===== src/rtl/bcd_to_binary_seq_pkg.sv =====
// Shared definitions for the sequential BCD-to-binary converter.
//   state_t        : FSM state encodings (ST_IDLE / ST_SHIFT / ST_DONE)
//   BCD_DIGIT_MAX  : largest legal BCD digit value
//   DD_ADJ_THRESH  : reverse double-dabble correction threshold
//   DD_ADJ_VAL     : amount subtracted from a digit at/above the threshold
//   dd_adjust()    : single-digit correction helper
package bcd_to_binary_seq_pkg;

  typedef enum logic [1:0] {
    ST_IDLE  = 2'd0,
    ST_SHIFT = 2'd1,
    ST_DONE  = 2'd2
  } state_t;

  localparam logic [3:0] BCD_DIGIT_MAX = 4'd9;
  localparam logic [3:0] DD_ADJ_THRESH = 4'd8;
  localparam logic [3:0] DD_ADJ_VAL    = 4'd3;

  // After a right shift a digit that received the bit from the digit above
  // carries a weight of 8 that really means 5 (10/2); subtracting 3 fixes it.
  function automatic logic [3:0] dd_adjust(input logic [3:0] d);
    return (d >= DD_ADJ_THRESH) ? (d - DD_ADJ_VAL) : d;
  endfunction

endpackage


===== src/rtl/bcd_digit_adj.sv =====
// Reverse double-dabble digit correction (combinational).
// Ports:
//   d : in  4  BCD digit taken right after the shift
//   q : out 4  corrected digit (d >= 8 ? d - 3 : d)
module bcd_digit_adj
  import bcd_to_binary_seq_pkg::*;
(
  input  logic [3:0] d,
  output logic [3:0] q
);

  assign q = dd_adjust(d);

endmodule


===== src/rtl/bcd_to_binary_seq.sv =====
// Sequential BCD-to-binary converter (reverse double-dabble), one
// shift/correct step per clock with a start/busy/done handshake.
// Ports:
//   clk       : in  1         rising-edge clock
//   rst_n     : in  1         asynchronous active-low reset
//   start     : in  1         conversion request, sampled in IDLE or DONE
//   bcd       : in  4*DIGITS  packed BCD operand, digit 0 in [3:0]
//   busy      : out 1         conversion in progress
//   done      : out 1         one-cycle pulse, result/flags valid
//   bin       : out W         binary result, value mod 2^W
//   err_digit : out 1         some input digit was > 9 (bin forced to 0)
//   ovf       : out 1         value did not fit in W bits
module bcd_to_binary_seq
  import bcd_to_binary_seq_pkg::*;
#(
  parameter int DIGITS = 6,
  parameter int W      = 20
) (
  input  logic                clk,
  input  logic                rst_n,
  input  logic                start,
  input  logic [4*DIGITS-1:0] bcd,
  output logic                busy,
  output logic                done,
  output logic [W-1:0]        bin,
  output logic                err_digit,
  output logic                ovf
);

  localparam int BW = 4 * DIGITS;
  localparam int SW = BW + W;
  localparam int CW = $clog2(W + 1);

  state_t          state_reg, state_next;
  logic [SW-1:0]   shreg_reg;
  logic [SW-1:0]   shifted;
  logic [SW-1:0]   shreg_adj;
  logic [BW-1:0]   adj_bcd;
  logic [CW-1:0]   cnt_reg;
  logic [DIGITS-1:0] digit_bad;
  logic            bad_any;
  logic            last_shift;
  logic [W-1:0]    bin_reg;
  logic            err_reg;
  logic            ovf_reg;

  // Shift the whole {bcd, bin} register right, then correct each BCD digit.
  assign shifted = shreg_reg >> 1;

  generate
    for (genvar gi = 0; gi < DIGITS; gi++) begin : g_digit
      bcd_digit_adj u_adj (
        .d (shifted[W + 4*gi +: 4]),
        .q (adj_bcd[4*gi +: 4])
      );
      assign digit_bad[gi] = (bcd[4*gi +: 4] > BCD_DIGIT_MAX);
    end
  endgenerate

  assign shreg_adj  = {adj_bcd, shifted[W-1:0]};
  assign bad_any    = |digit_bad;
  assign last_shift = (cnt_reg == CW'(W - 1));

  // FSM state register
  always_ff @(posedge clk or negedge rst_n) begin
    if (!rst_n) begin
      state_reg <= ST_IDLE;
    end else begin
      state_reg <= state_next;
    end
  end

  // FSM next-state logic
  always_comb begin
    state_next = state_reg;
    case (state_reg)
      ST_IDLE: begin
        if (start) state_next = bad_any ? ST_DONE : ST_SHIFT;
      end
      ST_SHIFT: begin
        if (last_shift) state_next = ST_DONE;
      end
      ST_DONE: begin
        // A start on the done cycle is taken immediately (no idle bubble).
        if (start) state_next = bad_any ? ST_DONE : ST_SHIFT;
        else       state_next = ST_IDLE;
      end
      default: state_next = ST_IDLE;
    endcase
  end

  // Datapath: shift register, step counter and result registers
  always_ff @(posedge clk or negedge rst_n) begin
    if (!rst_n) begin
      shreg_reg <= '0;
      cnt_reg   <= '0;
      bin_reg   <= '0;
      err_reg   <= 1'b0;
      ovf_reg   <= 1'b0;
    end else begin
      case (state_reg)
        ST_IDLE, ST_DONE: begin
          if (start) begin
            if (bad_any) begin
              // Invalid operand: report directly, no shifting.
              bin_reg <= '0;
              err_reg <= 1'b1;
              ovf_reg <= 1'b0;
            end else begin
              shreg_reg <= {bcd, {W{1'b0}}};
              cnt_reg   <= '0;
              err_reg   <= 1'b0;
              ovf_reg   <= 1'b0;
            end
          end
        end
        ST_SHIFT: begin
          shreg_reg <= shreg_adj;
          cnt_reg   <= cnt_reg + CW'(1);
          if (last_shift) begin
            // Any residue left in the BCD part means the value needs > W bits.
            bin_reg <= shreg_adj[W-1:0];
            ovf_reg <= |shreg_adj[SW-1:W];
          end
        end
        default: begin
          shreg_reg <= shreg_reg;
        end
      endcase
    end
  end

  assign busy      = (state_reg == ST_SHIFT);
  assign done      = (state_reg == ST_DONE);
  assign bin       = bin_reg;
  assign err_digit = err_reg;
  assign ovf       = ovf_reg;

endmodule

===== config.mk =====
export PLATFORM = sky130hd
export DESIGN_NAME = bcd_to_binary_seq
export DESIGN_NICKNAME = d
export VERILOG_FILES = /design/src/rtl/bcd_to_binary_seq_pkg.sv /design/src/rtl/bcd_digit_adj.sv /design/src/rtl/bcd_to_binary_seq.sv
export SDC_FILE = /design/constraint.sdc
export NUM_CORES = 1
export LEC_CHECK = 0
export CAP_MARGIN = 10
export CORE_MARGIN = 3
export CORE_UTILIZATION = 40
export DETAILED_ROUTE_END_ITERATION = 8
export DONT_BUFFER_PORTS = 1
export PLACE_DENSITY = 0.55
export SLEW_MARGIN = 15
export SYNTH_ARGS = -nofsm -noshare
export SYNTH_HDL_FRONTEND = slang
export SYNTH_HIERARCHICAL = 1
export SYNTH_SLANG_ARGS = --single-unit

===== constraint.sdc =====
create_clock -name clk -period 2.9 [get_ports clk]
set_input_delay 0.29 -clock clk [delete_from_list [all_inputs] [get_ports clk]]
set_output_delay 0.29 -clock clk [all_outputs]
set_load 0.01 [all_outputs]

==> results of run 1 <==
[logic make-up after synthesis]
group / count (synthesis) / share of synthesized area (%)
AOI/OAI and AO/OA: 86 / 16.3
xor gates and xnor gates: 15 / 3.66
adders and majority gates: 13 / 4.54
buffers and inverters: 33 / 4.36
DFF: 72 / 50.2
muxes: 1 / 0.279
other: 1 / 0.105
and+or+nand+nor: 154 / 20.5
[metrics by stage]
step	cells	setup WS [ns]
after floorplan	379	1.35
after global placement	469	0.990
after detailed placement	469	0.983
after CTS	487	1.03
after global routing	487	0.876
final	487	1.07
[timing repair]
item / in CTS / in global routing
endpoints found under the hold margin: 72 / 0
hold buffers: 2 / 0
setup endpoints to repair: 0 / 0
[layer usage]
| layer | track usage, % | wire, um | part of all wire (%) |
|---|---|---|---|
| met2 | 25.9 | 3650 | 46 |
| met5 | 0 | 0 | 0 |
| met1 | 23.6 | 3890 | 49 |
| met3 | 5.12 | 377 | 4.7 |
| met4 | 4.56 | 86 | 1.1 |
[area by class of cell]
class,instances,area share [%]
Clock buffer,9,3.17
Tap cell,105,3.37
Clock inverter,7,2.05
Multi-Input combinational cell,274,42.1
Timing Repair Buffer,7,1.92
Sequential cell,72,46.2
Inverter,13,1.25
[worst paths after layout]
check	to	cells past startpoint
setup / recovery	ovf	7
hold / removal	shreg_reg[23]	1
setup reg to reg	ovf	7
hold reg to reg	shreg_reg[9]	2
max in group asynchronous	shreg_reg[19]	2
min in group asynchronous	bin[14]	2
[synthesized netlist by cell type, drive strengths merged, types with 3 or more instances]
master,number
buf,17
dfrtp,72
nand2,90
ha,13
xor2,9
xnor2,6
nor2,6
o21ai,54
o221a,24
inv,13
nor2b,8
clkbuf,3
nand3,3
nand2b,33
a21oi,8
nand4,4
nor4,6
[power by group through the flow]
stage / combinational (uW) / sequential [uW] / clock [uW]
2_1_floorplan: 843 / 1610 / 0
3_3_place_gp: 972 / 1700 / 0
3_5_place_dp: 999 / 1700 / 0
4_1_cts: 1030 / 1690 / 859
5_1_grt: 1170 / 1740 / 909
6_report: 1020 / 1690 / 829
==> out/qor.yml, run 1 <==
outcome:
  status: "finished, final reports clean"
worst_setup_path:
  path_buf_inv: 0
  critical_path.startpoint: "shreg_reg[29]"
  crit_type: "reg -> reg"
  ff2ff_setup_slack_ns: 1.07
  critPathMaxStageDelay_ns: 0.44
  rr_startpoint: "shreg_reg[29]"
  crit_required_ns: 3.14
  cp_top_family: "simple AND/OR/NAND/NOR gates"
  start_kind: "register"
  slowest_stage: "dfrtp_1"
  crit_arrival_ns: 2.07
  crit_path_end_kind: "register"
  crit_chain: "ha_1 -> nand2b_1 -> xnor2_1 -> nor4_1 -> nand4_1 -> o21ai_0 -> nand2_1"
  path_max_fanout: 5
synth:
  synth_edf_count: 0
  avgSynthCellArea_um2: 9.56
  ys_seq_area_share_pct: 50.2
  synth_top_area_share_pct: 50.2
  ys_types: 29
  yosysWarnings: 6
  synth_largest_area_cell: "dfrtp_1"
  synthesis.area_mm2: 0.00359
  synthArstFlopShare_pct: 100
  synthCells: 375
  yosys-top-cells-area: "dfrtp_1, nand2_1, o221a_1"
  yosys_register_bits: 72
  synthFlopType: "dfrtp_1"
clocking:
  clk_pin_slew_ns: 0.08
  numCtsBuffers: 9
  cts-htree-levels: 3
  cts_num_sinks: 72
  insertion_delay_ns: 0.35
  cts-root-buf: "clkbuf_8"
  clockBufferDepth: 2
  cts_tree: "done"
  postCtsSetupRepairBufs: 0
  cts_resized: 0
cells_and_area:
  multi_input_area_mm2: 0.00164
  largest_reg_flops: 43
  postLayoutCellArea_mm2: 0.00390
  final_cell_mix: "nand2_1, dfrtp_1, o21ai_1, nand2b_1, o221a_1"
  nets: 417
  utilization_pct: 46.1
  fillers: 817
  layout_commonest_cell: "nand2_1"
  drive_gt1_share_pct: 7.07
  antenna_cells_inserted: 0
  synthToLayoutAreaGrowth_pct: 8.86
  regArea_mm2: 0.00180
global_routing:
  grt_pass1_vias: 2586
  grt_max_degree: 73
  grt_usage_pct: 17.0
  antenna_found_initial: 0
  grt_pass1_wl_mm: 13.4
  grt-ovfl-total: 0
sta:
  setup_tns_ns: 0
  drv_slew: 0
  layout_min_cycle_time_ns: 1.83
  worstMarginPinSlew_ns: 0.751
  fin_crit_sh_pct: 63.2
  rsz0062_at_grt: "no"
  max_freq_ghz: 0.546
  hold_violations: 0
  finalClockSkew_ns: 0.00886
  setup_viol: 0
  whs_ns: 0.135
  relSlewSlack_pct: 49.8
power:
  comb_power_share_pct: 28.8
  power_uw: 3540
  switchingPower_uw: 1250
  p_int_uw: 2290
  static-leakage-power_uw: 0.00166
  ir_worst_vdd_mv: 0.391
  p_seq_share_pct: 47.8
  power_density_mw_per_mm2: 906
  switching_share_pct: 35.3
  p_clk_share_pct: 23.4
die:
  rows: 33
  ios: 51
  start_util_pct: 42.4
  fp.dieW_um: 101
  die_h_um: 101
  dieArea_mm2: 0.0101
  coreArea_mm2: 0.00846
place:
  placed_cell_area_mm2: 0.00366
  io_buffers: 0
  gp_congestion: 0.797
  hpwl_mm: 5.14
detailed_routing:
  drt_iter0_drc: 103
  vias: 2540
  wirelength_mm: 8.00
  postRouteAntennaNets: 0
  remaining_drc_errors: 0
  viasPerCell: 5.22
  dr.pass1.iters: 4
  wl_per_cell_um: 16.4
flow_run:
  max-cap-violations: 0
hold_path:
  hp-start: "bcd[3]"
  min_path_type: "in -> reg"
No activity file was read; power rests on OpenSTA's default activity.
==> inputs of run 2 (changes only) <==
--- a/config.mk
+++ b/config.mk
@@ -10,7 +10,7 @@
 export CORE_UTILIZATION = 40
 export DETAILED_ROUTE_END_ITERATION = 8
 export DONT_BUFFER_PORTS = 1
-export PLACE_DENSITY = 0.55
+export PLACE_DENSITY = 0.57
 export SLEW_MARGIN = 15
 export SYNTH_ARGS = -nofsm -noshare
 export SYNTH_HDL_FRONTEND = slang
==> constraint.sdc (replaced) <==
create_clock -name clk -period 1.5 [get_ports clk]
set_input_delay 0.15 -clock clk [delete_from_list [all_inputs] [get_ports clk]]
set_output_delay 0.15 -clock clk [all_outputs]
set_load 0.01 [all_outputs]
==> run 2 against run 1 <==
Effect of this change:
- the run now ends with negative hold slack, negative setup slack left
- cell count is 11% higher
- register-to-register slack worse by 1.2 ns
- first-iteration DRC count is 14% lower
- clock power is 68% higher
- die area stayed put
- critical path type unchanged
- largest cell class unchanged
==> out/qor.yml, run 2 (synthesis results as in run 1) <==
outcome:
  status: "finished with violations"
  violations: "negative hold slack, negative setup slack"
worst_setup_path:
  critPathMaxStageDelay_ns: 0.40  # -0.04 ns
  path_buf_inv: 1  # +1
  crit_chain: "buf_4 -> ha_4 -> nand2b_4 -> xnor2_2 -> nor4_1 -> nand2_1 -> o21ai_1 -> nand2_1"
  crit_top_cell: "nand2_1"
  cp_top_family: "simple AND/OR/NAND/NOR gates"
  path_max_fanout: 3  # -2
  crit_arrival_ns: 1.84  # -0.23 ns
  start_kind: "register"
  crit_required_ns: 1.75  # -1.39 ns
  crit_type: "reg -> reg"
  crit_path_end_kind: "register"
  slowest_stage: "dfrtp_1"
global_routing:
  antenna_found_initial: 0  # unchanged
  grt_pass1_wl_mm: 14.4  # +7.3%
  grt_max_degree: 73  # unchanged
  grt_pass1_vias: 2865  # +11%
  grt-ovfl-total: 0  # unchanged
  grt_usage_pct: 18.0  # +1.0 points
cells_and_area:
  nets: 469  # +12%
  final_cell_mix: "nand2_1, dfrtp_1, o21ai_1, nand2b_1, buf_4"
  utilization_pct: 52.9  # +6.8 points
  antenna_cells_inserted: 0  # unchanged
  layout_commonest_cell: "nand2_1"
  drive_gt1_share_pct: 17.3  # +10 points
  synthToLayoutAreaGrowth_pct: 24.8
  largest_reg_flops: 43  # unchanged
  fillers: 795  # -2.7%
detailed_routing:
  drt_iter0_drc: 89  # -14%
  postRouteAntennaNets: 0  # unchanged
  met1_length_mm: 3.99  # +2.6%
  viasPerCell: 5.22  # about the same
  wirelength_mm: 8.66  # +8.3%
  wl_per_cell_um: 16.1  # -2.2%
  dr_wl_met2_mm: 4.07  # +12%
  top_layer_used: "met4"
  dr_wl_met3_um: 444  # +18%
  dr.pass1.iters: 4  # unchanged
  remaining_drc_errors: 0  # unchanged
  vias: 2813  # +11%
place:
  io_buffers: 0  # unchanged
  hpwl_mm: 5.51  # +7.1%
  gp_congestion: 0.821  # +3.0%
die:
  die_h_um: 101  # unchanged
  dieArea_mm2: 0.0101  # unchanged
  fp.dieW_um: 101  # unchanged
  rows: 33  # unchanged
  ios: 51  # unchanged
  coreArea_mm2: 0.00846  # unchanged
  start_util_pct: 42.4  # unchanged
sta:
  setup_viol: 1  # +1
  whs_ns: -0.522  # -0.657 ns
  setup_tns_ns: -0.0897  # -0.0897 ns
  fin_crit_sh_pct: 106  # +43 points
  drv_slew: 0  # unchanged
  hold_violations: 72  # +72
  max_freq_ghz: 0.629  # +15%
  rsz0062_at_grt: "yes"
  finalClockSkew_ns: 0.00653  # -0.00233 ns
  layout_min_cycle_time_ns: 1.59  # -0.243 ns
  setup_ws_ns: -0.0897  # -1.16 ns
clocking:
  cts-root-buf: "clkbuf_8"
  cts_tree: "done"
  numCtsBuffers: 9  # unchanged
  hold_buffers: 22  # +20
  cts_num_sinks: 72  # unchanged
  clk_pin_slew_ns: 0.08  # about the same
  clockBufferDepth: 2  # unchanged
  insertion_delay_ns: 0.36  # about the same
  cts-htree-levels: 3  # unchanged
power:
  power_density_mw_per_mm2: 1660  # +83%
  switchingPower_uw: 2630  # +110%
  p_clk_share_pct: 18.7  # -4.7 points
  static-leakage-power_uw: 0.00192  # +16%
  ir_worst_vdd_mv: 0.904  # +130%
  comb_power_share_pct: 37.9  # +9.1 points
  p_seq_share_pct: 43.5  # -4.3 points
  p_int_uw: 4790  # +110%
  switching_share_pct: 35.5  # +0.19 points
  power_uw: 7420  # +110%
hold_path:
  min_path_type: "in -> async"
flow_run:
  max-cap-violations: 0  # unchanged
run 2: cell count changes in the layout (fill, tap and decap cells not counted), sizes merged:
cell	change
buf	+30
bufinv	-1
clkbuf	+2
clkinv	+1
clkinvlp	+1
dlygate4sd3	+21
inv	-2
run 2: layout make-up:
| class | instances | area, um^2 | area share, % |
|---|---|---|---|
| clock inverter | 6 | 46.3 | 1.03 |
| inverter | 13 | 48.8 | 1.09 |
| tap | 105 | 131 | 2.93 |
| clock buffer | 10 | 128 | 2.85 |
| multi-input combinational | 274 | 1740 | 38.8 |
| timing repair buffer | 59 | 586 | 13.1 |
| sequential | 72 | 1800 | 40.2 |
run 2: worst paths after layout:
path,start,end,slack (ns),depth (start not counted)
worst max-delay path,shreg_reg[22],ovf,-0.09,8
worst min-delay path,rst_n,bin[3],-0.52,0
worst max register to register,shreg_reg[22],ovf,-0.09,8
worst min register to register,shreg_reg[6],bin[5],0.52,2
max in group asynchronous,rst_n,shreg_reg[39],1.90,0
min in group clk,bcd[15],shreg_reg[35],0.01,1
run 2: what timing repair did:
item / in CTS / in global routing
setup endpoints to repair: 1 / 24
buffers inserted: 2 / 5
pin swaps: 9 / 10
endpoints found under the hold margin: 94 / 72
gates cloned: 0 / 2
gates resized for setup: 9 / 20
run 2: power groups by stage:
stage                     clock network (uW)  registers [uW]  logic (uW)
after global placement                     0            3200        2250
after CTS                               1430            3200        2580
after detailed placement                   0            3210        2320
after global routing                    1500            3330        3130
final                                   1390            3230        2810
after floorplan                            0            3110        1630
run 2: layer usage:
layer,vias to the layer above,track usage [%]
li1,1378,-
met5,-,0
met2,69,28.2
met1,1353,23.7
met3,13,5.40
met4,0,6.32
run 2: through the flow:
stage	instance area [um^2]	setup WS, ns	std cells
after global placement	3880	-0.0637	492
after global routing	4480	-0.181	539
after floorplan	3600	0.00403	379
after detailed placement	3880	-0.130	492
after CTS	4340	-0.0510	532
final	4480	-0.0897	539
==> inputs of run 3 (changes only) <==
--- a/config.mk
+++ b/config.mk
@@ -10,7 +10,8 @@
 export CORE_UTILIZATION = 40
 export DETAILED_ROUTE_END_ITERATION = 8
 export DONT_BUFFER_PORTS = 1
-export PLACE_DENSITY = 0.57
+export PLACE_DENSITY = 0.55
+export SKIP_LAST_GASP = 1
 export SLEW_MARGIN = 15
 export SYNTH_ARGS = -nofsm -noshare
 export SYNTH_HDL_FRONTEND = slang
==> constraint.sdc (replaced) <==
create_clock -name clk -period 1.49 [get_ports clk]
set_input_delay 0.149 -clock clk [delete_from_list [all_inputs] [get_ports clk]]
set_output_delay 0.149 -clock clk [all_outputs]
set_load 0.01 [all_outputs]
==> run 3 against run 2 <==
Effect of this change:
- the flow still finishes with violations (negative hold slack, negative setup slack)
- sequential cell count unchanged
- via count decreased by 1.4%
- maximum frequency increased by 4.4%
- largest cell class unchanged
==> out/qor.yml, run 3 (synthesis results as in run 1) <==
outcome:
  status: "finished with violations"
  violations: "negative hold slack, negative setup slack"
sta:
  max_freq_ghz: 0.656  # +4.4%
  hold_violations: 72  # unchanged
  layout_min_cycle_time_ns: 1.52  # -0.0664 ns
  fin_crit_sh_pct: 102  # -3.7 points
  setup_viol: 1  # unchanged
  drv_slew: 0  # unchanged
  whs_ns: -0.514  # +0.00845 ns
  setup_tns_ns: -0.0333  # +0.0564 ns
  setup_ws_ns: -0.0333  # +0.0564 ns
  rsz0062_at_grt: "yes"
  finalClockSkew_ns: 0.0100  # +0.00348 ns
detailed_routing:
  viasPerCell: 5.11  # -2.1%
  wl_per_cell_um: 15.3  # -4.6%
  remaining_drc_errors: 0  # unchanged
  dr.pass1.iters: 4  # unchanged
  drt_iter0_drc: 87  # -2.2%
  wirelength_mm: 8.32  # -3.9%
  vias: 2774  # -1.4%
  postRouteAntennaNets: 0  # unchanged
cells_and_area:
  drive_gt1_share_pct: 20.1  # +2.8 points
  nets: 473  # +0.85%
  layout_commonest_cell: "nand2_1"
  final_cell_mix: "nand2_1, dfrtp_1, o21ai_1, buf_4, nand2b_1"
  antenna_cells_inserted: 0  # unchanged
  largest_reg_flops: 43  # unchanged
  postLayoutCellArea_mm2: 0.00460  # +2.9%
  synthToLayoutAreaGrowth_pct: 28.4
die:
  start_util_pct: 42.4  # unchanged
  ios: 51  # unchanged
  die_h_um: 101  # unchanged
  dieArea_mm2: 0.0101  # unchanged
  fp.dieW_um: 101  # unchanged
  coreArea_mm2: 0.00846  # unchanged
  rows: 33  # unchanged
power:
  switchingPower_uw: 2690  # +2.2%
  switching_share_pct: 33.5  # -2.1 points
  p_clk_share_pct: 21.9  # +3.2 points
  ir_worst_vdd_mv: 1.01  # +12%
  comb_power_share_pct: 37.6  # -0.3 points
  p_seq_share_pct: 40.5  # -3.0 points
  static-leakage-power_uw: 0.00196  # +2.1%
  power_density_mw_per_mm2: 1750  # +5.4%
  p_int_uw: 5350  # +12%
worst_setup_path:
  cp.depth: 8  # unchanged
  slowest_stage: "dfrtp_1"
  crit_required_ns: 1.73  # -0.02 ns
  r2r-end: "ovf"
  crit_path_end_kind: "register"
  critPathCapture: "ovf"
  path_buf_inv: 1  # unchanged
  cp_top_family: "simple AND/OR/NAND/NOR gates"
  ff2ff_setup_slack_ns: -0.03  # +0.06 ns
  crit_arrival_ns: 1.76  # -0.08 ns
  path_max_fanout: 3  # unchanged
  crit_type: "reg -> reg"
  rr_startpoint: "shreg_reg[30]"
  start_kind: "register"
  critPathMaxStageDelay_ns: 0.40  # about the same
  crit_chain: "buf_6 -> ha_2 -> nand2b_4 -> xnor2_2 -> nor4_2 -> nand4_1 -> o21ai_1 -> nand2_1"
  reg2reg_depth: 8  # unchanged
  critical_path.startpoint: "shreg_reg[30]"
clocking:
  hold_buffers: 23  # +4.5%
  cts_num_sinks: 72  # unchanged
  clockBufferDepth: 2  # unchanged
  cts_tree: "done"
  insertion_delay_ns: 0.35  # about the same
  numCtsBuffers: 9  # unchanged
  clk_pin_slew_ns: 0.08  # about the same
  cts-htree-levels: 3  # unchanged
  cts-root-buf: "clkbuf_8"
global_routing:
  grt_max_degree: 73  # unchanged
  antenna_found_initial: 0  # unchanged
  grt_usage_pct: 17.4  # -0.59 points
  use_met3_pct: 5.67  # +0.28 points
  grt_pass1_vias: 2856  # -0.31%
  grt_pass1_wl_mm: 13.9  # -3.3%
  met2_usage_pct: 27.2  # -1.0 points
  met1_usage_pct: 23.0  # -0.73 points
  busiest_layer: "met2"
  grt-ovfl-total: 0  # unchanged
flow_run:
  max-cap-violations: 0  # unchanged
place:
  gp_congestion: 0.800  # -2.6%
  io_buffers: 0  # unchanged
  placed_cell_area_mm2: 0.00393  # +1.2%
  hpwl_mm: 5.40  # -2.0%
  preCtsSetupSlack_ns: -0.103  # +0.0275 ns
hold_path:
  min_path_type: "in -> async"
-- run 3: cell count changes in the layout (fill, tap and decap cells not counted), sizes merged --
cell,change
buf,+4
clkinvlp,-1
clkbuf,-1
bufinv,+2
dlygate4sd3,+1
clkinv,-3
inv,+2
-- run 3: what timing repair did --
item,in CTS,in global routing
setup endpoints to repair,2,23
pin swaps,12,9
hold endpoints to repair,95,72
gates resized for setup,13,23
setup buffers,4,5
-- run 3: worst min-delay path by stage --
stage / cells after the start / start / endpoint / slack (ns)
final: 0 / rst_n / bin[15] / -0.51
after global routing: 0 / rst_n / bin[16] / -0.55
after CTS: 0 / rst_n / bin[15] / -0.53
after detailed placement: 0 / rst_n / bin[16] / -0.14
after global placement: 0 / rst_n / bin[16] / -0.14
after floorplan: 0 / rst_n / bin[0] / -0.15
-- run 3: per-layer routing --
metal  up-vias  wire, um
met5         -         0
met4         0       135
met3        10       445
met2        66      3880
met1      1315      3860
li1       1383         -
-- run 3: layout make-up --
type / instances / area [um^2]
clock inverter: 6 / 90.1
tap: 105 / 131
fill: 767 / 3860
clock buffer: 10 / 138
inverter: 13 / 51.3
multi-input combinational: 274 / 1780
sequential: 72 / 1800
timing repair buffer: 63 / 617
-- run 3: worst reg2reg max path, delay by kind of cell, from the launching register on --
family / cells / cell delay, ns
xor gates and xnor gates: 1 / 0.14
AOI/OAI and AO/OA: 1 / 0.14
adders and majority gates: 1 / 0.15
and+or+nand+nor: 4 / 0.47
DFF: 1 / 0.40
buffers and inverters: 1 / 0.13
-- run 3: stage by stage --
step | power (uW) | instances | util [%]
after floorplan | 4770 | 379 | -
after CTS | 7790 | 538 | 53.0
final | 8050 | 543 | 54.4
after detailed placement | 5640 | 495 | 46.5
after global routing | 8650 | 543 | 54.4
after global placement | 5570 | 495 | 46.5
-- run 3: power groups by stage --
| stage | clock, uW | combinational [uW] | sequential (uW) |
|---|---|---|---|
| 6_report | 1760 | 3030 | 3260 |
| 4_1_cts | 1820 | 2750 | 3220 |
| 5_1_grt | 1920 | 3380 | 3350 |
| 3_3_place_gp | 0 | 2350 | 3220 |
| 2_1_floorplan | 0 | 1640 | 3130 |
| 3_5_place_dp | 0 | 2410 | 3230 |
